**src/rtl/dmem_arbiter.sv**
```systemverilog
// Arbiter that shares the single-ported data memory between the MEM stage and an
// external valid/ready master. The core has priority, and a wait counter bounds how long the external master can be starved.
module dmem_arbiter #(
  parameter int XLEN       = 32,
  parameter int ADDR_WIDTH = 8,
  parameter int MAX_WAIT   = 4
) (
  input  logic                  clk,
  input  logic                  rst_n,
  input  logic                  core_req,
  input  logic                  core_we,
  input  logic [XLEN/8-1:0]     core_be,
  input  logic [ADDR_WIDTH-1:0] core_addr,
  input  logic [XLEN-1:0]       core_wd,
  output logic [XLEN-1:0]       core_rd,
  output logic                  core_stall,
  input  logic                  ext_valid,
  output logic                  ext_ready,
  input  logic                  ext_we,
  input  logic [XLEN/8-1:0]     ext_be,
  input  logic [ADDR_WIDTH-1:0] ext_addr,
  input  logic [XLEN-1:0]       ext_wd,
  output logic                  ext_rvalid,
  output logic [XLEN-1:0]       ext_rdata,
  output logic                  mem_we,
  output logic [XLEN/8-1:0]     mem_be,
  output logic [ADDR_WIDTH-1:0] mem_addr,
  output logic [XLEN-1:0]       mem_wd,
  input  logic [XLEN-1:0]       mem_rd
);

  localparam int         NB    = XLEN / 8;
  localparam logic [3:0] MAX_W = 4'(MAX_WAIT);

  logic [3:0]      wait_cnt_q, wait_cnt_d;
  logic            ext_rvalid_q, ext_rvalid_d;
  logic [XLEN-1:0] ext_rdata_q, ext_rdata_d;
  logic            starve, grant_ext, grant_core;

  // Grants are qualified by rst_n so nothing reaches memory while reset is held.
  assign starve     = (wait_cnt_q == MAX_W);
  assign grant_ext  = rst_n & ext_valid & (~core_req | starve);
  assign grant_core = rst_n & core_req & ~grant_ext;

  assign ext_ready  = grant_ext;
  assign core_stall = core_req & grant_ext;
  assign core_rd    = mem_rd;
  assign ext_rvalid = ext_rvalid_q;
  assign ext_rdata  = ext_rdata_q;

  always_comb begin
    mem_we   = 1'b0;
    mem_be   = '0;
    mem_addr = core_addr;
    mem_wd   = core_wd;
    if (grant_ext) begin
      mem_we   = ext_we;
      mem_be   = ext_be;
      mem_addr = ext_addr;
      mem_wd   = ext_wd;
    end else if (grant_core) begin
      mem_we = core_we;
      mem_be = core_be;
    end
  end

  always_comb begin
    wait_cnt_d   = wait_cnt_q;
    ext_rvalid_d = grant_ext & ~ext_we;
    ext_rdata_d  = ext_rdata_q;
    if (grant_ext || !ext_valid)
      wait_cnt_d = '0;
    else if (!starve)
      wait_cnt_d = wait_cnt_q + 4'd1;
    if (grant_ext && !ext_we)
      ext_rdata_d = mem_rd;
  end

  always_ff @(posedge clk or negedge rst_n) begin
    if (!rst_n) begin
      wait_cnt_q   <= '0;
      ext_rvalid_q <= 1'b0;
      ext_rdata_q  <= '0;
    end else begin
      wait_cnt_q   <= wait_cnt_d;
      ext_rvalid_q <= ext_rvalid_d;
      ext_rdata_q  <= ext_rdata_d;
    end
  end

  logic unused_nb;
  assign unused_nb = (NB == 0);

endmodule

```
**config.mk**
```make
export PLATFORM = sky130hd
export DESIGN_NAME = dmem_arbiter
export DESIGN_NICKNAME = d
export VERILOG_FILES = /design/src/rtl/dmem_arbiter.sv
export SDC_FILE = /design/constraint.sdc
export NUM_CORES = 1
export LEC_CHECK = 0
export ABC_AREA = 1
export CORE_ASPECT_RATIO = 0.6
export CORE_MARGIN = 1.5
export CORE_UTILIZATION = 27
export CTS_BUF_LIST = sky130_fd_sc_hd__clkbuf_16
export CTS_CLUSTER_DIAMETER = 50
export DETAILED_ROUTE_END_ITERATION = 7
export GPL_TIMING_DRIVEN = 0
export PLACE_DENSITY = 0.84
export SETUP_SLACK_MARGIN = 0.5
export SLEW_MARGIN = 20
export SYNTH_ARGS = -nofsm -noshare
export SYNTH_HDL_FRONTEND = slang
export SYNTH_SLANG_ARGS = --single-unit
```
**constraint.sdc**
```tcl
create_clock -name clk -period 1.7 [get_ports clk]
set_clock_uncertainty 0.1 [all_clocks]
set_input_delay 0.34 -clock clk [delete_from_list [all_inputs] [get_ports clk]]
set_output_delay 0.34 -clock clk [all_outputs]
set_load 0.05 [all_outputs]
```
==> results_dict.tcl, run 1 <==
set metrics [dict create \
    cap_violations 0 \
    worst_slew_pin_slew_ps 709.7 \
    crit_path_max_incr_delay_ps 400 \
    cts_sinks 37 \
    drt_pre_antenna_iters 4 \
    num-fill-cells 465 \
    htreeDepth 2 \
    syn_inst 358 \
    drtAntennaViolNets 0 \
    syn_to_final_growth_pct 188.8 \
    ys_ff_latch 37 \
    ys_warn_count 0 \
    path_max_fanout 5 \
    die_w_um 125.5 \
    cp.required_ps 1260 \
    die_y_um 76.48 \
    num_vias 3584 \
    drt_wl_total_um 13210 \
    drt-initial-drc-count 161 \
    fp-row-count 26 \
    min_path_type "primary input to async pin" \
    core_um2 8621 \
    worst_slack_ps -611.8 \
    arrival_ps 1870 \
    relSlewSlack_pct 52.69 \
    synth_nets 486 \
    syn_area_um2 2430 \
    hpwl_um 8249 \
    period_share_pct 136.0 \
    critPathKind "register to output port" \
    final.setup.tns_ps -30860 \
    crit_path_end_kind "output port" \
    stdcell_count 765 \
    grt_max_degree 25 \
    synth_cell_types 18 \
    finalHoldViolations 22 \
    drc 0 \
    crit_top_cell "nand2_4" \
    wire_per_inst_um 17.27 \
    grt_pass1_wl_um 19150 \
    clk_latency_ps 280 \
    ctsHoldBuffers 1 \
    diodes 0 \
    placed_cells 708 \
    cts_tree "yes" \
    violations "negative hold slack, negative setup slack" \
    status "finished, violations left" \
    place_congestion 0.7678 \
    drive_above_1_share_pct 62.17 \
    final_common_cell "clkdlybuf4s50_1" \
    gr-usage-all-layers_pct 24.74 \
    final_cell_mix "clkdlybuf4s50_1 (91), buf_8 (80), nand2_4 (74), buf_6 (74), nand2_1 (66)" \
    seq_area_frac_synth_pct 38.11 \
    antenna_found_initial 0 \
    grt_overflow_total 0 \
    clk_pin_slew_ps 60 \
    leakagePower_nw 3.460 \
    slew_viol_final 0 \
    io_pins 238 \
    num-nets-final 780 \
    io_buffers 237 \
    initial_core_util_pct 28.19 \
    worst-path-buf-inv 5 \
    vias_per_cell 4.685 \
    path_cells "inv_2 > ha_4 > nand3_4 > a21oi_4 > buf_6 > buf_12 > clkbuf_16 > nand2_4 > nand2_4 > buf_8" \
    dieArea_um2 9596 \
    finalSetupViolCount 78 \
    cts_made_buffers 5 \
    post-route-min-period_ps 2312 \
    hold_ws_ps -132.0 \
    max_clock_freq_ghz 0.4326 \
    cp_top_family "buffers and inverters" \
    grt_pass1_vias 3665 \
    cp-start-kind "register" \
    rsz0062_at_grt "true" \
    cts_buffer_depth 2 \
    avgSynthCellArea_um2 6.787 \
    cpMaxStageDelayCell "dfrtp_1" \
    cts-root-buf "clkbuf_16" \
    vdd_drop_max_v 0.0006184 \
    power_density_nw_per_um2 813.2 \
]
layer usage:
| layer | global-route usage [%] | routed length (µm) | vias up |
|---|---|---|---|
| met5 | 0 | 0 | - |
| met4 | 5.568 | 285 | 0 |
| met2 | 46.03 | 7334 | 142 |
| met1 | 28.94 | 4925 | 1725 |
| met3 | 5.478 | 668 | 24 |
| li1 | - | - | 1693 |
layout make-up:
type	instances	area [µm²]	area share, %
repair buffers	285	3168	45.15
flip-flops and latches	37	925.9	13.20
inverters	9	40.04	0.5706
plain buffers	53	573.1	8.167
clock buffers	5	125.1	1.783
multi-input cells	261	1976	28.16
clock inverters	3	68.82	0.9807
well taps	112	140.1	1.997
per-stage QoR:
stage	power, mW	cell area, µm²	setup WS, ps	utilization, %
floorplan	2.727	2853	-114.7	-
global placement	3.697	5365	-2668	62.24
detailed placement	3.751	5388	-1429	62.50
CTS	5.477	6690	-542.8	77.61
global route	5.909	7017	-649.9	81.39
finish	5.706	7017	-611.8	81.39
report_power, final:
part	internal (mW)	switching [mW]	leakage [nW]
Combinational	1.43	1.85	2.90
Sequential	1.05	0.155	0.469
Clock	0.845	0.367	0.0944
Total	3.33	2.38	3.46
final timing paths:
| kind | from | end | cells past startpoint | slack [ps] |
|---|---|---|---|---|
| min in group clk | mem_rd[30] | ext_rdata[30] | 3 | 240 |
| max in group asynchronous | rst_n | ext_rdata[11] | 2 | 870 |
| setup / recovery | wait_cnt_q[1] | mem_wd[8] | 10 | -610 |
| hold / removal | rst_n | ext_rdata[1] | 2 | -130 |
| hold reg to reg | ext_rdata[4] | ext_rdata[4] | 2 | 410 |
| setup reg to reg | wait_cnt_q[1] | ext_rdata[15] | 11 | -180 |
kinds of logic (layout without fill, tap and decap cells):
kind of cell	count (synthesis)	count (layout)	share of synthesized area, %
AO/OA/AOI/OAI	3	3	0.7725
XOR/XNOR	2	2	0.7210
adder cells (fa/ha/maj)	2	2	1.030
buffers and inverters	62	355	16.17
flip-flops	37	37	38.11
AND/OR/NAND/NOR	252	254	43.20
synth_stat cells, drive strengths merged:
cell type    n  area [µm²]
nand3        7       45.04
nor2         7       26.28
ha           2       25.02
clkbuf       5       18.77
dfrtp       37       925.9
xor2         2       17.52
nand4       32       200.2
inv          9       33.78
buf         48       340.3
o21ai        2       10.01
a21oi        1       8.760
nand2      206       778.2
worst reg2reg max path, stage by stage, from the launching register on:
cell	delay, ps
dfrtp_1	400
inv_2	90
ha_4	150
nand3_4	90
buf_12	150
nand2_8	70
buf_6	140
buf_8	140
nand3_4	140
buf_6	190
nand2_2	70
nand2_1	50
flip-flops by register name (all words and copies together) (netlist names):
name and cells:
ext_rdata 32, ext_rvalid 1, wait_cnt_q 4
what timing repair did:
action	4_1_cts	5_1_grt
endpoints found under the setup margin	149	132
pin swaps	6	11
setup buffers	25	13
resized for setup	1133	59
hold endpoints to repair	15	22
cloned	9	1
Power figures use the tool's default switching activity.
==> run 2, diff against run 1 <==
==> constraint.sdc (replaced) <==
create_clock -name clk -period 2.07 [get_ports clk]
set_clock_uncertainty 0.1 [all_clocks]
set_input_delay 0.414 -clock clk [delete_from_list [all_inputs] [get_ports clk]]
set_output_delay 0.414 -clock clk [all_outputs]
set_load 0.05 [all_outputs]
==> run 2 against run 1 <==
Against the previous run:
- the flow finishes with violations (negative setup slack)
- sequential power shrank 20%
- via count fell by 4.3%
- worst setup slack better by 340 ps
- count of clock-buffer cells in the layout unchanged
- utilization decreased by 5.2 points
- critical path type unchanged
- worst hold slack better by 250 ps
- routed wire length decreased by 6.4%
- first-iteration DRC count decreased by 66%
==> results_dict.tcl, run 2 (same netlist as run 1, synthesis figures left out) <==
set metrics [dict create \
    status "finished, violations left" \
    violations "negative setup slack" \
    drt-initial-drc-count 54 \
    diodes 0 \
    largest_reg_flops 32 \
    fin_util_pct 76.24 \
    min_path_type "primary input to async pin" \
    hpwl_um 8504 \
    syn_to_final_growth_pct 170.5 \
    worst_slew_pin_slew_ps 602.3 \
    final_cell_mix "clkdlybuf4s50_1 (91), buf_8 (81), nand2_1 (76), nand2_4 (71), nand2_2 (59)" \
    drtAntennaViolNets 0 \
    critPathKind "register to output port" \
    crit_path_end_kind "output port" \
    fp-row-count 26 \
    cap_violations 0 \
    relSlewSlack_pct 59.72 \
    dp_slack_ps -1196 \
    final_common_cell "clkdlybuf4s50_1" \
    dieArea_um2 9596 \
    htreeDepth 2 \
    core_um2 8621 \
    arrival_ps 1830 \
    cts-root-buf "clkbuf_16" \
    cts_made_buffers 5 \
    period_share_pct 113.4 \
    grt_overflow_total 0 \
    path_max_fanout 7 \
    cts_tree "yes" \
    max_clock_freq_ghz 0.4261 \
    grt_pass1_wl_um 18190 \
    final.setup.tns_ps -10170 \
    die_y_um 76.48 \
    cp-start-kind "register" \
    io_pins 238 \
    leakagePower_nw 3.286 \
    cts_sinks 37 \
    finalSetupViolCount 47 \
    io_buffers 237 \
    die_w_um 125.5 \
    initial_core_util_pct 28.19 \
    power_density_nw_per_um2 621.4 \
    wire_per_inst_um 16.74 \
    p_total_mw 4.084 \
    cp.required_ps 1560 \
    drt_wl_total_um 12370 \
    finalHoldViolations 0 \
    rsz0062_at_grt "true" \
    post-route-min-period_ps 2347 \
    worst_slack_ps -276.8 \
    clk_latency_ps 280 \
    vdd_drop_max_v 0.0003888 \
    num_vias 3429 \
    vias_per_cell 4.640 \
    drive_above_1_share_pct 53.59 \
    drc 0 \
    grt_pass1_vias 3500 \
    slew_viol_final 0 \
    num-fill-cells 577 \
    num-nets-final 756 \
    drt_pre_antenna_iters 4 \
    grt_max_degree 14 \
    cts_buffer_depth 2 \
    place_congestion 0.8448 \
    clk_pin_slew_ps 50 \
    gr-usage-all-layers_pct 23.96 \
    antenna_found_initial 0 \
]
run 2: final timing paths:
kind	startpoint	slack (ps)	cells past startpoint	end
worst min-delay path	rst_n	110	2	wait_cnt_q[0]
worst max register to register	wait_cnt_q[0]	420	9	ext_rdata[8]
max in group asynchronous	rst_n	800	3	ext_rdata[2]
worst min register to register	ext_rdata[10]	380	2	ext_rdata[10]
min in group clk	ext_rdata[10]	380	2	ext_rdata[10]
worst max-delay path	wait_cnt_q[0]	-280	9	mem_wd[22]
run 2: timing repair:
action                     in CTS  in global routing
buffers inserted                9                  6
hold endpoints to repair       13                  0
hold buffers                    2                  0
resized for setup             816                118
pin swaps                       2                 16
cloned                          3                  5
setup endpoints to repair     147                 78
run 2: layout make-up:
cell class                 instances  area [µm²]  share of cell area (%)
inverter                           9       45.04                  0.6853
clock inverter                     1       5.005                 0.07615
multi-input combinational        259        1822                   27.72
sequential                        37       925.9                   14.09
buffer                            53       464.2                   7.063
timing repair buffer             263        3045                   46.34
tap                              112       140.1                   2.132
clock buffer                       5       125.1                   1.904
run 2: routing by layer:
layer | vias up | track usage (%) | wire, µm
li1 | 1648 | - | -
met1 | 1645 | 29.13 | 4966
met2 | 115 | 41.90 | 6556
met3 | 21 | 5.969 | 626
met4 | 0 | 7.045 | 218
met5 | - | 0 | 0
run 2: worst max-delay path, stage by stage, from the launching register on:
cell       delay [ps]
dfrtp_1           380
inv_2              90
ha_4              140
nand3_4            90
a21oi_4           210
buf_12            180
clkbuf_16         160
nand2_2            70
nand2_4            70
buf_8             140
run 2: per-stage QoR:
stage          hold WS (ps)  cells  area [µm²]
2_1_floorplan         18.41    358        2850
3_3_place_gp          355.3    707        5363
3_5_place_dp          241.2    708        5378
4_1_cts               107.8    728        6216
5_1_grt               110.4    739        6573
6_report              114.5    739        6573
run 2: report_power, final:
group	switching, mW	internal (mW)	leakage, nW
registers	0.107	0.867	0.469
logic	1.44	0.957	2.75
clock network	0.287	0.430	0.0655
